<file path="src/rtl/send_data_pkg.sv">
// Shared constants and state encodings for the result transmit path.
// Imported by send_data and uart_txd.
package send_data_pkg;

   localparam int RESULT_BYTES     = 4;
   localparam int DEF_CLKS_PER_BIT = 868;

   typedef enum logic [1:0] {
      IDLE,
      LOAD,
      WAIT_TX,
      DONE
   } send_state_t;

   typedef enum logic [1:0] {
      TX_IDLE,
      TX_START,
      TX_DATA,
      TX_STOP
   } tx_state_t;

   function automatic int cnt_width(input int n);
      return (n > 1) ? $clog2(n) : 1;
   endfunction

endpackage

</file>
<file path="src/rtl/uart_txd.sv">
// 8N1 UART byte transmitter with bit timing and bit index.
// txd_done stays high from end of stop bit until the next start.
module uart_txd
   import send_data_pkg::*;
#(
   parameter int CLKS_PER_BIT = DEF_CLKS_PER_BIT
) (
   input  logic       clk,
   input  logic       rst,
   input  logic       txd_start,
   input  logic [7:0] txd_data,
   output logic       txd_busy,
   output logic       txd_done,
   output logic       txd_data_out
);

   localparam int CW = cnt_width(CLKS_PER_BIT);

   tx_state_t      st;
   tx_state_t      nxt;
   logic [CW-1:0]  clk_cnt;
   logic [2:0]     bit_idx;
   logic [7:0]     data_q;
   logic           tick;

   assign tick     = (clk_cnt == CW'(CLKS_PER_BIT - 1));
   assign txd_busy = (st != TX_IDLE);

   always_ff @(posedge clk or negedge rst) begin
      if (!rst) st <= TX_IDLE;
      else      st <= nxt;
   end

   always_comb begin
      nxt = st;
      unique case (st)
         TX_IDLE:  if (txd_start) nxt = TX_START;
         TX_START: if (tick) nxt = TX_DATA;
         TX_DATA:  if (tick && bit_idx == 3'd7) nxt = TX_STOP;
         TX_STOP:  if (tick) nxt = TX_IDLE;
         default:  nxt = TX_IDLE;
      endcase
   end

   always_ff @(posedge clk or negedge rst) begin
      if (!rst) begin
         clk_cnt  <= '0;
         bit_idx  <= '0;
         data_q   <= '0;
         txd_done <= 1'b0;
      end else begin
         if (st == TX_IDLE || tick) clk_cnt <= '0;
         else                       clk_cnt <= clk_cnt + CW'(1);
         if (st == TX_IDLE && txd_start) begin
            data_q   <= txd_data;
            txd_done <= 1'b0;
         end
         // LSB leaves first; bit_idx wraps back to 0 after bit 7
         if (st == TX_DATA && tick) begin
            data_q  <= {1'b0, data_q[7:1]};
            bit_idx <= bit_idx + 3'd1;
         end
         if (st == TX_STOP && tick) txd_done <= 1'b1;
      end
   end

   always_comb begin
      txd_data_out = 1'b1;
      unique case (st)
         TX_START: txd_data_out = 1'b0;
         TX_DATA:  txd_data_out = data_q[0];
         default:  txd_data_out = 1'b1;
      endcase
   end

endmodule

</file>
<file path="src/rtl/send_data.sv">
// Captures a result word and sends it MSB byte first over UART,
// pulsing send_done after the last stop bit.
module send_data
   import send_data_pkg::*;
#(
   parameter int NUM_BYTES    = RESULT_BYTES,
   parameter int CLKS_PER_BIT = DEF_CLKS_PER_BIT
) (
   input  logic                   clk,
   input  logic                   rst,
   input  logic                   send_start,
   input  logic [NUM_BYTES*8-1:0] result_in,
   output logic                   txd_data_out_top,
   output logic                   send_busy,
   output logic                   send_done
);

   localparam int W  = NUM_BYTES * 8;
   localparam int CW = cnt_width(NUM_BYTES);

   send_state_t    state;
   send_state_t    nxt;
   logic [CW-1:0]  cnt;
   logic [W-1:0]   shreg;
   logic           txd_start;
   logic           txd_busy;
   logic           txd_done;
   logic           done_q;
   logic           done_rise;
   logic           last;

   // txd_done is a level; only its rising edge ends a byte
   assign done_rise = txd_done & ~done_q & ~txd_busy;
   assign last      = (cnt == CW'(NUM_BYTES - 1));

   always_ff @(posedge clk or negedge rst) begin
      if (!rst) state <= IDLE;
      else      state <= nxt;
   end

   always_comb begin
      nxt       = state;
      send_busy = 1'b1;
      send_done = 1'b0;
      unique case (state)
         IDLE: begin
            send_busy = 1'b0;
            if (send_start) nxt = LOAD;
         end
         LOAD:    nxt = WAIT_TX;
         WAIT_TX: if (done_rise) nxt = last ? DONE : LOAD;
         DONE: begin
            send_done = 1'b1;
            nxt       = IDLE;
         end
         default: nxt = IDLE;
      endcase
   end

   always_ff @(posedge clk or negedge rst) begin
      if (!rst) begin
         cnt       <= '0;
         shreg     <= '0;
         txd_start <= 1'b0;
         done_q    <= 1'b0;
      end else begin
         done_q    <= txd_done;
         txd_start <= (state == LOAD);
         if (state == IDLE && send_start) begin
            shreg <= result_in;
            cnt   <= '0;
         end
         if (state == WAIT_TX && done_rise && !last) begin
            shreg <= shreg << 8;
            cnt   <= cnt + CW'(1);
         end
      end
   end

   uart_txd #(
      .CLKS_PER_BIT(CLKS_PER_BIT)
   ) u_txd (
      .clk         (clk),
      .rst         (rst),
      .txd_start   (txd_start),
      .txd_data    (shreg[W-1 -: 8]),
      .txd_busy    (txd_busy),
      .txd_done    (txd_done),
      .txd_data_out(txd_data_out_top)
   );

endmodule

</file>
<file path="config.mk">
export PLATFORM = sky130hd
export DESIGN_NAME = send_data
export DESIGN_NICKNAME = d
export VERILOG_FILES = /design/src/rtl/send_data_pkg.sv /design/src/rtl/uart_txd.sv /design/src/rtl/send_data.sv
export SDC_FILE = /design/constraint.sdc
export NUM_CORES = 1
export LEC_CHECK = 0
export BUFFER_PORTS_ARGS = -buffer_cell sky130_fd_sc_hd__buf_4
export CAP_MARGIN = 20
export CORE_UTILIZATION = 50
export CTS_BUF_LIST = sky130_fd_sc_hd__clkbuf_8
export DETAILED_ROUTE_END_ITERATION = 8
export PLACE_DENSITY_LB_ADDON = 0.05
export SYNTH_ARGS = -nofsm -noshare
export SYNTH_HDL_FRONTEND = slang
export SYNTH_SLANG_ARGS = --single-unit
</file>
<file path="constraint.sdc">
create_clock -name clk -period 3.9 [get_ports clk]
set_input_delay 0.78 -clock clk [delete_from_list [all_inputs] [get_ports clk]]
set_output_delay 0.78 -clock clk [all_outputs]
set_load 0.03 [all_outputs]
</file>
==> flow_summary.ini <==
[status]
status = finished clean

[pwr]
p_per_area_nw_per_um2 = 359.9
p_leak_nw = 1.740
peakVddDrop_mv = 0.1749

[placed_design]
io_buffers = 37
hpwlAfterDp_um = 3559
place_ws_ns = 1.794
routabilityCongestion = 0.7281

[global_route]
grt_pass1_vias = 2115
grt_first_pass_wirelength_um = 9535
grt_usage_pct = 20.76
grt.overflow.total = 0
antenna_found_initial = 0
grt_max_degree = 63

[drt]
wl_met3_um = 179
totalWireLength_um = 5410
drc = 0
vias = 2068
viasPerCell = 5.170
wl_met1_um = 2590
wl_met2_um = 2550
firstDrtPassIters = 4
drtAntennaViolNets = 0
wire_per_inst_um = 13.53
drt_iter0_drc = 110
top_layer_used = met4

[hold_path]
min_path_type = reg -> reg

[worst_setup_path]
startpoint_type = flip-flop
r2r_start = u_txd.clk_cnt[0]$_DFF_PN0_
r2r_cells = 4
crit_type = reg -> out
r2r_end = u_txd.bit_idx[2]$_DFFE_PN0P_
crit_start = u_txd.st[0]$_DFFE_PN0P_
ff2ff_setup_slack_ns = 1.90
path_max_fanout = 5
critPathRequiredTime_ns = 3.12
cp.arrival_ns = 1.55
endpoint = txd_data_out_top
cp-end-kind = output pin

[floorplan]
die_height_um = 77.75
rows = 27
die_x_um = 77.75
start_util_pct = 52.10
core_um2 = 5507
dieArea_um2 = 6045
num_io_pins = 38

[timing]
finalSetupViolCount = 0
period_share_pct = 59.70
setup_ws_ns = 1.572
drv_slew = 0
layout_min_cycle_time_ns = 2.328
fin_tns_setup_ns = 0
clock.fmax_mhz = 429.5
finalHoldViolCount = 0
worst_clock_skew_ns = 0.005724
relSlewSlack_pct = 49.39
tightestPinTransition_ns = 0.7592
rsz0062_at_grt = false

[cts]
cts_max_level = 3
cts_tree = yes
cts_root_buf = clkbuf_8
cts_resized = 0
numCtsBuffers = 9
clkTransAtPathRegs_ns = 0.07
cts.sinks = 62
ctsHoldBuffers = 0
cts.path.max_buffers = 2
worstSkewPairLatency_ns = 0.33
postCtsSetupRepairBufs = 0

[yosys]
synthMostInstantiatedCell = nand2_1
async_reset_ff_share_pct = 100.0
synth-edff-count = 0
synth.cell_area_um2 = 2869
yosysWarnings = 0
synth_top_area_share_pct = 54.08
ys_top_cells_by_count = nand2_1 (73), dfrtp_1 (62), a22oi_1 (25)
ys_seq_area_share_pct = 54.08
avgSynthCellArea_um2 = 10.07
ys.flop_type = dfrtp_1
ys_types = 44
yosys-top-cells-area = dfrtp_1 (54%), nand2_1 (9.6%), a22oi_1 (6.5%)
yosys.area.top_type = dfrtp_1
synth_fp_nets = 328
synthCells = 285
ys_ff_latch = 62

[final_layout]
num_antenna_cells = 0
syn2layout_area_growth_pct = 17.36
fin_nets = 366
drive_gt1_share_pct = 20.73

[job]
drv_cap = 0
==> layout make-up <==
class	instances	area, um2
Tap cell	72	90.09
Clock buffer	10	137.6
Clock inverter	6	28.78
Multi-Input combinational cell	202	1225
Inverter	7	26.28
Fill cell	469	2140
Sequential cell	62	1551
Timing Repair Buffer	41	307.8
==> through the flow <==
step                total power, mW  cell area [um2]  hold slack (ns)  utilization [%]  std cells
finish                        1.212             3367           0.4561            61.15        400
global route                  1.258             3367           0.4729            61.15        400
CTS                           1.226             3367           0.4677            61.15        400
detailed placement           0.7479             3201           0.4625            58.12        384
global placement             0.7466             3201           0.4432            58.12        384
floorplan                    0.7023             2869           0.3873                -        285
==> cells in the final DEF (no fill, tap or decap), types with 2 or more instances in the layout <==
cell / count
and3_1: 2
clkinv_2: 5
nand2_1: 73
nor3_1: 5
a21oi_1: 22
nand3_1: 7
inv_1: 8
nand2b_1: 2
buf_4: 41
ha_1: 8
dfrtp_1: 62
a22oi_1: 25
o21ai_0: 2
xor2_1: 2
mux2i_1: 8
nor2_1: 15
xnor2_1: 3
clkbuf_8: 10
mux2_2: 3
==> logic make-up (layout without fill, tap and decap cells) <==
family                     count (synthesis)  count (layout)  synth area share, %
AOI/OAI and AO/OA                         60              60                13.91
xor gates and xnor gates                   6               6                2.094
adders and majority gates                  8               8                3.489
buffers and inverters                     21              64                3.533
DFF                                       62              62                54.08
muxes                                     11              11                3.969
and+or+nand+nor                          117             117                18.93
==> sequential cells by signal (all words and copies together), names as in the netlist <==
| name | count |
|---|---|
| shreg | 32 |
| u_txd.st | 2 |
| txd_start | 1 |
| state | 2 |
| u_txd.bit_idx | 3 |
| u_txd.data_q | 8 |
| done_q | 1 |
| u_txd.clk_cnt | 10 |
| cnt | 2 |
| u_txd.txd_done | 1 |
==> routing by layer <==
metal	GRT usage [%]	vias up
met3	4.235	9
met1	27.74	957
li1	-	1063
met5	0	-
met2	31.68	39
met4	11.32	0
==> critical path: stages, from the launching register on <==
cell and delay, ns:
dfrtp_1 0.40, inv_1 0.12, ha_1 0.31, mux2i_1 0.22, buf_4 0.18
==> how the worst min path moves through the flow <==
stage / startpoint / endpoint / slack (ns) / cells after the start
after detailed placement: u_txd.txd_done$_DFFE_PN0P_ / done_q$_DFF_PN0_ / 0.46 / 0
after CTS: u_txd.txd_done$_DFFE_PN0P_ / done_q$_DFF_PN0_ / 0.47 / 0
after global routing: u_txd.txd_done$_DFFE_PN0P_ / done_q$_DFF_PN0_ / 0.47 / 0
final: u_txd.txd_done$_DFFE_PN0P_ / done_q$_DFF_PN0_ / 0.46 / 0
after floorplan: u_txd.txd_done$_DFFE_PN0P_ / done_q$_DFF_PN0_ / 0.39 / 0
after global placement: u_txd.txd_done$_DFFE_PN0P_ / done_q$_DFF_PN0_ / 0.44 / 0
==> power breakdown <==
group / leakage (nW) / switching, mW / internal [mW]
combinational: 0.859 / 0.0269 / 0.0317
sequential: 0.784 / 0.0114 / 0.664
clock: 0.0968 / 0.238 / 0.239
total: 1.74 / 0.276 / 0.936
(Power assumes the default switching activity.)
